File: src/rtl/adder_pkg.sv
// rtl/adder_pkg.sv - shared constants and helpers for the pipelined add/subtract unit
// Purpose: mode encodings for i_sub, segment width helper and the legal
//          STAGES/DATA_W check used at elaboration by pipe_adder.
// Ports:   none (package).
package adder_pkg;

   localparam logic ALU_ADD = 1'b0;
   localparam logic ALU_SUB = 1'b1;

   localparam int STAGES_MIN = 1;
   localparam int STAGES_MAX = 8;

   function automatic int seg_w(input int data_w, input int stages);
      return data_w / stages;
   endfunction

   // Range is tested first so the modulo never sees a zero divisor.
   function automatic bit stages_ok(input int data_w, input int stages);
      if ((stages < STAGES_MIN) || (stages > STAGES_MAX) || (data_w <= 0)) begin
         return 1'b0;
      end
      return (data_w % stages) == 0;
   endfunction

endpackage

File: src/rtl/adder_seg.sv
// rtl/adder_seg.sv - combinational SEG_W-bit adder segment with carry chain ports
// Purpose: one carry-chained slice of the pipelined adder.
// Ports:   a, b   - segment operands (b already inverted for subtract)
//          cin    - carry into the segment
//          sum    - segment sum
//          cout   - carry out of the segment MSB
//          a_msb, b_msb - operand MSBs, used by the top segment for overflow
module adder_seg #(
   parameter int SEG_W = 32
) (
   input  logic [SEG_W-1:0] a,
   input  logic [SEG_W-1:0] b,
   input  logic             cin,
   output logic [SEG_W-1:0] sum,
   output logic             cout,
   output logic             a_msb,
   output logic             b_msb
);

   always_comb begin
      {cout, sum} = {1'b0, a} + {1'b0, b} + {{SEG_W{1'b0}}, cin};
      a_msb       = a[SEG_W-1];
      b_msb       = b[SEG_W-1];
   end

endmodule

File: src/rtl/pipe_adder.sv
// rtl/pipe_adder.sv - pipelined DATA_W-bit add/subtract unit split into STAGES segments
// Purpose: stage k adds segment k using the carry registered by stage k-1. Operand
//          segments not yet consumed ride along in skew registers; finished sum
//          segments ride along in the same accumulator, so the result leaves aligned.
// Ports:   i_clk, i_rst_n (async, active-low)
//          i_valid, i_sub, i_data0, i_data1 - operation request
//          i_stall - hold every register; i_flush - drop all in-flight ops
//          o_valid, o_data, o_carry, o_ovf - result, latency STAGES
module pipe_adder
   import adder_pkg::*;
#(
   parameter int DATA_W = 64,
   parameter int STAGES = 2
) (
   input  logic              i_clk,
   input  logic              i_rst_n,
   input  logic              i_valid,
   input  logic              i_sub,
   input  logic [DATA_W-1:0] i_data0,
   input  logic [DATA_W-1:0] i_data1,
   input  logic              i_stall,
   input  logic              i_flush,
   output logic              o_valid,
   output logic [DATA_W-1:0] o_data,
   output logic              o_carry,
   output logic              o_ovf
);

   localparam int SEG_W = seg_w(DATA_W, STAGES);
   // Skew storage only exists between stages; sizes are clamped so STAGES=1 still elaborates.
   localparam int BW    = (STAGES > 1) ? DATA_W - SEG_W : 1;
   localparam int NB    = (STAGES > 1) ? STAGES - 1 : 1;

   if (!stages_ok(DATA_W, STAGES)) begin : g_bad_params
      $error("pipe_adder: STAGES must be 1..8 and divide DATA_W");
   end

   logic [DATA_W-1:0] b_eff;
   logic              c_in;

   // acc_q[k]: sum segments 0..k in the low bits, untouched A segments above them.
   logic [DATA_W-1:0] acc_q [STAGES];
   // bsh_q[k]: B' segments k+1.. shifted down so the next segment is always at bit 0.
   logic [BW-1:0]     bsh_q [NB];
   logic [STAGES-1:0] cy_q;
   logic [STAGES-1:0] vld_q;
   logic              ovf_q;

   always_comb begin
      b_eff = (i_sub == ALU_ADD) ? i_data1 : ~i_data1;
      c_in  = (i_sub == ALU_SUB);
   end

   for (genvar k = 0; k < STAGES; k++) begin : g_stage
      logic [SEG_W-1:0]  seg_a;
      logic [SEG_W-1:0]  seg_b;
      logic [SEG_W-1:0]  seg_sum;
      logic              seg_cin;
      logic              seg_cout;
      logic              v_in;
      logic              ld;
      logic              vld_d;
      logic              cy_d;
      logic [DATA_W-1:0] acc_d;

      if (k == 0) begin : g_first
         always_comb begin
            seg_a   = i_data0[SEG_W-1:0];
            seg_b   = b_eff[SEG_W-1:0];
            seg_cin = c_in;
            v_in    = i_valid;
         end
         always_comb begin
            acc_d            = i_data0;
            acc_d[SEG_W-1:0] = seg_sum;
         end
      end else begin : g_next
         always_comb begin
            seg_a   = acc_q[k-1][k*SEG_W +: SEG_W];
            seg_b   = bsh_q[k-1][SEG_W-1:0];
            seg_cin = cy_q[k-1];
            v_in    = vld_q[k-1];
         end
         always_comb begin
            acc_d                   = acc_q[k-1];
            acc_d[k*SEG_W +: SEG_W] = seg_sum;
         end
      end

      // Data only moves with a live op, so outputs keep the last result while idle.
      always_comb begin
         ld   = v_in && !i_stall && !i_flush;
         cy_d = seg_cout;
         if (i_flush) begin
            vld_d = 1'b0;
         end else if (i_stall) begin
            vld_d = vld_q[k];
         end else begin
            vld_d = v_in;
         end
      end

      always_ff @(posedge i_clk or negedge i_rst_n) begin
         if (!i_rst_n) begin
            vld_q[k] <= 1'b0;
            acc_q[k] <= '0;
            cy_q[k]  <= 1'b0;
         end else begin
            vld_q[k] <= vld_d;
            if (ld) begin
               acc_q[k] <= acc_d;
               cy_q[k]  <= cy_d;
            end
         end
      end

      if (k < STAGES - 1) begin : g_skew
         logic [BW-1:0] bsh_d;
         if (k == 0) begin : g_skew_first
            always_comb bsh_d = b_eff[DATA_W-1:SEG_W];
         end else begin : g_skew_next
            always_comb bsh_d = bsh_q[k-1] >> SEG_W;
         end
         always_ff @(posedge i_clk or negedge i_rst_n) begin
            if (!i_rst_n) begin
               bsh_q[k] <= '0;
            end else if (ld) begin
               bsh_q[k] <= bsh_d;
            end
         end
      end

      if (k == STAGES - 1) begin : g_top_seg
         logic top_a_msb;
         logic top_b_msb;
         logic ovf_d;

         adder_seg #(.SEG_W(SEG_W)) u_seg (
            .a     (seg_a),
            .b     (seg_b),
            .cin   (seg_cin),
            .sum   (seg_sum),
            .cout  (seg_cout),
            .a_msb (top_a_msb),
            .b_msb (top_b_msb)
         );

         always_comb ovf_d = (top_a_msb == top_b_msb) && (seg_sum[SEG_W-1] != top_a_msb);

         always_ff @(posedge i_clk or negedge i_rst_n) begin
            if (!i_rst_n) begin
               ovf_q <= 1'b0;
            end else if (ld) begin
               ovf_q <= ovf_d;
            end
         end
      end else begin : g_low_seg
         // Lower segments never feed the overflow flag.
         logic a_msb_unused;
         logic b_msb_unused;

         adder_seg #(.SEG_W(SEG_W)) u_seg (
            .a     (seg_a),
            .b     (seg_b),
            .cin   (seg_cin),
            .sum   (seg_sum),
            .cout  (seg_cout),
            .a_msb (a_msb_unused),
            .b_msb (b_msb_unused)
         );
      end
   end

   always_comb begin
      o_valid = vld_q[STAGES-1];
      o_data  = acc_q[STAGES-1];
      o_carry = cy_q[STAGES-1];
      o_ovf   = ovf_q;
   end

endmodule
File: config.mk
export PLATFORM = sky130hd
export DESIGN_NAME = pipe_adder
export DESIGN_NICKNAME = d
export VERILOG_FILES = /design/src/rtl/adder_pkg.sv /design/src/rtl/adder_seg.sv /design/src/rtl/pipe_adder.sv
export SDC_FILE = /design/constraint.sdc
export NUM_CORES = 1
export LEC_CHECK = 0
export CAP_MARGIN = 0
export CORE_ASPECT_RATIO = 1.5
export CORE_MARGIN = 2
export CORE_UTILIZATION = 45
export DETAILED_ROUTE_END_ITERATION = 12
export HOLD_SLACK_MARGIN = 0.15
export PLACE_DENSITY = 0.7
export SKIP_LAST_GASP = 1
export SLEW_MARGIN = 30
export SYNTH_ARGS = -nofsm -noshare
export SYNTH_HDL_FRONTEND = slang
export SYNTH_HIERARCHICAL = 1
export SYNTH_SLANG_ARGS = --single-unit
File: constraint.sdc
create_clock -name i_clk -period 3.37 [get_ports i_clk]
set_input_delay 0.674 -clock i_clk [delete_from_list [all_inputs] [get_ports i_clk]]
set_output_delay 0.674 -clock i_clk [all_outputs]
set_load 0.01 [all_outputs]
* Word level (Yosys, flattened, before mapping)
Cells that the tools add are included.
** Storage, ports and cells
- Output and inout port bits :: 67
- Register bits :: 165
- Logic and storage cells :: 28
** Cells by class
- Equality and inequality tests :: 3
- Add/subtract/negate cells :: 4
- Bitwise logic cells :: 1
- Muxes and demuxes :: 5
- Reduce and logical (&&, ||, !) cells :: 7
** Operators with widths (number)
- $add 32x32->33 :: 2
- $add 33x1->33 :: 2
- $mux 64 :: 1
- $not 64->64 :: 1
- $logic_and 1x1->1 :: 5
- $mux 1 :: 4
- $logic_not 1->1 :: 2
- $ne 2x1->1 const B :: 1
- $eq 1x1->1 :: 1
- $ne 1x1->1 :: 1

* Depth between registers and ports, before layout
Gate-level depths: netlist of run 1.
- Depth after elaboration :: 4
- Depth in mapped cells :: 13
- Mapped depth without buffers :: 11

* Hierarchy
Netlist of run 1, hierarchy kept.
** By module, submodules not included
- pipe_adder :: cells each 526, times used 1, area each 7169.4 sq um
- adder_seg (g_stage[0].g_low_seg.u_seg) :: cells each 261, times used 1, area each 1869.3 sq um
- adder_seg (g_stage[1].g_top_seg.u_seg) :: cells each 235, times used 1, area each 1706.6 sq um

* Worst setup path before layout of run 1
No wires, ideal clock.
- Kind :: input -> register
- From :: in i_sub
- To :: reg acc_q[92] (netlist name)
- Path slack :: -423 ps
- Arrival :: 3665 ps
- Stages :: 13
- Library setup time :: 128 ps
- Buffers on the path :: 2
- Required time :: 3242 ps
- Cell sequence :: buf_2 -> buf_2 -> xor2_1 -> fa_1 -> fa_1 -> a21oi_1 -> o32ai_1 -> o211ai_2 -> a21o_1 -> o21ai_2 -> a2111oi_0 -> a311oi_1 -> mux2_1
** On the way
- Longest elaborated chain between the ends :: 3
** Ends and longest elaborated chain
- start: declaration :: RTL line pipe_adder.sv:18 : input logic i_sub,
- $mux 64 :: RTL line pipe_adder.sv:50 : b_eff = (i_sub == ALU_ADD) ? i_data1 : ~i_data1;
- named net b_eff[0] :: RTL line pipe_adder.sv:38 : logic [DATA_W-1:0] b_eff;
- $add 32x32->33 :: RTL line adder_seg.sv:21 : {cout, sum} = {1'b0, a} + {1'b0, b} + {{SEG_W{1'b0}}, cin};
- $add 33x1->33 :: RTL line adder_seg.sv:21
- named net g_stage[0].seg_sum[28] :: RTL line pipe_adder.sv:57 : logic [SEG_W-1:0] seg_sum;
- end signal: indexed assignment :: RTL line pipe_adder.sv:106 : acc_q[k] <= '0;
- end signal: indexed assignment :: RTL line pipe_adder.sv:111 : acc_q[k] <= acc_d;
- end: declaration :: RTL line pipe_adder.sv:42 : logic [DATA_W-1:0] acc_q [STAGES];
The timed path passes the listed nets, and every way through them passes these cells.
A chain may end at the register's enable or synchronous reset.

* Worst setup path in the final report of run 1
- From :: reg acc_q[96] (netlist name)
- To :: reg acc_q (netlist bit o_data[62])
** On the way
- Longest elaborated chain between the ends :: 2
** Ends and longest elaborated chain (RTL line)
- $add 32x32->33 :: adder_seg.sv:21
- $add 33x1->33 :: adder_seg.sv:21
- named net g_stage[1].seg_sum[30] :: pipe_adder.sv:57
The timed path passes the listed nets, and every way through them passes these cells.

==> results of run 1 <==
==> registers in the layout, indices dropped and copies added, names as in the netlist <==
signal / cells
g_stage.v_in: 1
bsh_q: 32
g_stage.seg_cin: 1
acc_q: 64
o_data: 64
o_valid: 1
o_carry: 1
o_ovf: 1
==> worst max path at each step <==
stage | cells after the start | from | to | slack (ns)
after floorplan | 13 | i_sub | g_stage[1].seg_cin | -0.12
after global placement | 13 | i_data1[0] | acc_q[84] | -0.37
after global routing | 9 | acc_q[96] | o_data[62] | 0.004
final | 9 | acc_q[96] | o_data[62] | 0.12
after detailed placement | 13 | i_data1[0] | acc_q[84] | -0.44
after CTS | 13 | i_data1[0] | acc_q[84] | 0.02
==> repair_timing <==
item / in CTS / in global routing
pin swaps: 0 / 4
buffers inserted: 0 / 1
endpoints found under the setup margin: 1 / 16
resized for setup: 1 / 10
==> cell type report <==
type                    instances  area, µm²
diodes                          1       2.50
fillers                      2004       9780
inverters                      10       37.5
repair buffers                285       2700
well taps                     319        399
clock inverters                10        156
multi-input cells             742       5930
flip-flops and latches        165       4130
clock buffers                  21        440
==> per-stage QoR <==
stage | instances | hold WS (ns)
6_report | 1553 | 0.240
5_1_grt | 1552 | 0.282
2_1_floorplan | 1020 | 0.378
4_1_cts | 1551 | 0.260
3_3_place_gp | 1520 | 0.466
3_5_place_dp | 1520 | 0.472
==> power groups by stage <==
stage	Combinational, µW	Sequential [µW]	Clock, µW
after global routing	4630	3190	2150
after floorplan	3020	2980	0
after CTS	4250	3110	2060
after global placement	4150	3120	0
after detailed placement	4220	3140	0
final	4260	3100	2020
==> routing by layer <==
layer | wire length [µm] | GRT usage
met5 | 0 | 0
met4 | 983 | 0.0980
met2 | 15800 | 0.446
met1 | 9890 | 0.229
met3 | 828 | 0.0312
==> worst register-to-register path, cell delays in order (launching register included) <==
cell	delay, ns
dfrtp_1	0.40
fa_1	0.52
fa_1	0.44
a21o_1	0.22
a221o_1	0.43
a311oi_2	0.24
a21oi_1	0.17
a31oi_2	0.28
a211oi_1	0.13
mux2_1	0.30
==> impl_metrics.toml, run 1 <==
[cells_and_area]
drive_gt1_frac = 0.174
layout_commonest_cell = "clkdlybuf4s50_1"
nNetsFinal = 1421
final_cell_mix = "197 x clkdlybuf4s50_1, 165 x dfrtp_1, 98 x a21oi_1"
area_growth_pct = 28.5
design_area_um2 = 13800
layout.core_utilization = 0.585

[worst_setup_path]
r2r_cells = 9
crit-reg2reg-launch = "acc_q[96]"
reg2reg_to = "o_data[62]"
crit_path_max_fanout = 4
critPathMaxStageDelay_ns = 0.52
cp_data_arrival_time_ns = 3.56
crit_type = "reg2reg"
end_kind = "flip-flop"
crit_top_cell = "fa_1"
crit_slowest_cell = "fa_1"
crit_chain = "fa_1 > fa_1 > a21o_1 > a221o_1 > a311oi_2 > a21oi_1 > a31oi_2 > a211oi_1 > mux2_1"
cp_top_family = "compound AO/OA/AOI/OAI gates"
cp_num_buf_inv = 0
reg2reg_slack_ns = 0.12
start_kind = "flip-flop"
required_ns = 3.69

[pwr]
pwr-share-seq = 0.330
power_leakage_uw = 0.00588
p_per_area_nw_per_um2 = 680
finalPower_uw = 9380
vdd_drop_max_v = 0.000362
p_clk_frac = 0.216
pwr-share-comb = 0.454
netSwitchingPower_uw = 3200
power.internal_uw = 6170
netSwitchingFraction = 0.342

[placed_design]
place_hpwl_um = 21400
gp_congestion = 0.927
port_buffers = 200
placedInstanceArea_um2 = 13100
pre_cts_slack_ns = -0.439

[die]
start_util = 0.455
dieArea_um2 = 25100
core-area_um2 = 23600
row_count = 69
die_w_um = 130
dieHeight_um = 193
pin_count = 201

[logic_synthesis]
yosys_warnings = 6
syn_area_per_cell_um2 = 10.5
netlist_instances = 1020
synth_nets = 1220
syn_area_um2 = 10700

[timing]
finalCriticalPeriod_ns = 3.25
worst_pin_slew_ns = 0.667
skew_ns = 0.0150
finalMaxSlewViolations = 0
layout_setup_ws_ns = 0.122
relSlewSlack = 0.555
rsz0062_at_grt = "no"
setup_tns_ns = 0
hold_viol_final = 0
setup_viol = 0
fin_crit_sh = 0.964
fmax_ghz = 0.308

[routing]
detail-route-antenna-nets = 0
drc_errors = 0
vias = 8349
wl_per_cell_um = 17.7
drt-vias-per-instance = 5.38
first_iter_violations = 430
firstDrtPassIters = 5
wirelength_um = 27500

[outcome]
status = "finished, final reports clean"

[cts]
worstSkewPairLatency_ns = 0.44
numCtsBuffers = 17
cts-root-buf = "clkbuf_16"
cts_buffer_depth = 2
clkSinkCount = 165
path_clk_slew_ns = 0.06
ctsHoldBuffers = 0
cts_tree = "done"
htreeDepth = 4

[global_routing]
grt_max_degree = 72
grt_pass1_wl_um = 43600
grtUsageTotal = 0.225
grt_pass1_vias = 8725
grt_antenna_before_repair = 0
overflow = 0

[run]
maxCapViolCount = 0

[min_path]
hp-class = "in2async"
(Power assumes the default switching activity.)
==> run 2, diff against run 1 <==
--- a/config.mk
+++ b/config.mk
@@ -9,6 +9,7 @@
 export CORE_ASPECT_RATIO = 1.5
 export CORE_MARGIN = 2
 export CORE_UTILIZATION = 45
+export CTS_BUF_LIST = sky130_fd_sc_hd__clkbuf_16
 export DETAILED_ROUTE_END_ITERATION = 12
 export HOLD_SLACK_MARGIN = 0.15
 export PLACE_DENSITY = 0.7
==> run 2 against run 1 <==
  * Core utilization is the same
  * Fmax grew 0.26%
  * Critical path depth unchanged
  * Design area is the same
  * Largest power group unchanged
  * Highest routed layer unchanged
==> impl_metrics.toml, run 2 (synthesis results as in run 1) <==
[routing]
vias = 8358
detail-route-antenna-nets = 0
drc_errors = 0
first_iter_violations = 439
wirelength_um = 27500
drt-vias-per-instance = 5.38
wl_per_cell_um = 17.7
firstDrtPassIters = 5

[cts]
clkSinkCount = 165
htreeDepth = 4
path_clk_slew_ns = 0.06
ctsHoldBuffers = 0
cts_buffer_depth = 2
cts-root-buf = "clkbuf_16"
numCtsBuffers = 17
worstSkewPairLatency_ns = 0.44
cts_tree = "done"

[cells_and_area]
drive_gt1_frac = 0.174
final_cell_mix = "197 x clkdlybuf4s50_1, 165 x dfrtp_1, 98 x a21oi_1"
layout.core_utilization = 0.585
layout_commonest_cell = "clkdlybuf4s50_1"
area_growth_pct = 28.5
design_area_um2 = 13800
nNetsFinal = 1421

[placed_design]
place_hpwl_um = 21400
gp_congestion = 0.927
placedInstanceArea_um2 = 13100
port_buffers = 200
pre_cts_slack_ns = -0.439

[timing]
relSlewSlack = 0.556
fin_crit_sh = 0.961
setup_viol = 0
fmax_ghz = 0.309
rsz0062_at_grt = "no"
finalMaxSlewViolations = 0
worst_pin_slew_ns = 0.667
hold_viol_final = 0
finalCriticalPeriod_ns = 3.24
layout_setup_ws_ns = 0.131
skew_ns = 0.0154

[global_routing]
overflow = 0
grtUsageTotal = 0.225
grt_max_degree = 72
grt_pass1_wl_um = 43600
grt_pass1_vias = 8725
grt_antenna_before_repair = 0

[worst_setup_path]
cp_data_arrival_time_ns = 3.55
required_ns = 3.69
crit_path_max_fanout = 4
reg2reg_to = "o_data[62]"
start_kind = "flip-flop"
r2r_cells = 9
end_kind = "flip-flop"
crit-reg2reg-launch = "acc_q[96]"
reg2reg_slack_ns = 0.13
crit_type = "reg2reg"

[pwr]
vdd_drop_max_v = 0.000361
finalPower_uw = 9370
power_leakage_uw = 0.00590
p_per_area_nw_per_um2 = 679

[die]
row_count = 69
die_w_um = 130
dieArea_um2 = 25100
pin_count = 201
core-area_um2 = 23600
start_util = 0.455
dieHeight_um = 193

[outcome]
status = "finished, final reports clean"

[min_path]
hp-class = "in2async"

[run]
maxCapViolCount = 0
## run 2: cell count changes in the layout (fill, tap and decap cells not counted), sizes merged
cell / previous run / this run
inv: 9 / 13
clkbuf: 21 / 17
## run 2: metal layers
metal	GRT usage	part of all wire	vias up
met5	0	0	-
met4	0.0980	0.036	0
met3	0.0312	0.030	54
met2	0.446	0.58	209
met1	0.229	0.36	4118
li1	-	-	3977
## run 2: critical path, cell delays in order, from the launching register on
cell and delay (ns):
dfrtp_1 0.40, fa_1 0.52, fa_1 0.44, a21o_1 0.22, a221o_1 0.43, a311oi_2 0.24
a21oi_1 0.17, a31oi_2 0.27, a211oi_1 0.12, mux2_1 0.30
## run 2: worst max-delay path by stage
stage / endpoint / slack [ns] / cells after the start / from
after detailed placement: acc_q[84] / -0.44 / 13 / i_data1[0]
after global routing: o_data[62] / 0.004 / 9 / acc_q[96]
after CTS: acc_q[84] / 0.02 / 13 / i_data1[0]
after floorplan: g_stage[1].seg_cin / -0.12 / 13 / i_sub
after global placement: acc_q[84] / -0.37 / 13 / i_data1[0]
final: o_data[62] / 0.13 / 9 / acc_q[96]
## run 2: area by class of cell
type                       count  area, µm²
timing repair buffer         285       2700
sequential                   165       4130
clock buffer                  17        425
clock inverter                14        171
inverter                      10       37.5
tap                          319        399
antenna                        1       2.50
fill                        2004       9780
multi-input combinational    742       5930
## run 2: repair_timing
| item | CTS | global route |
|---|---|---|
| pin swaps | 0 | 4 |
| gates resized for setup | 1 | 10 |
| endpoints found under the setup margin | 1 | 16 |
| setup buffers | 0 | 1 |
## run 2: through the flow
step	setup TNS (ns)	cells	hold WS [ns]
5_1_grt	0	1552	0.282
3_3_place_gp	-4.20	1520	0.466
2_1_floorplan	-0.297	1020	0.378
3_5_place_dp	-5.81	1520	0.472
6_report	0	1553	0.240
4_1_cts	0	1551	0.260
## run 2: power breakdown
part	switching [µW]	total [µW]	internal, µW
logic	2010	4260	2250
clock network	791	2010	1220
registers	398	3100	2700
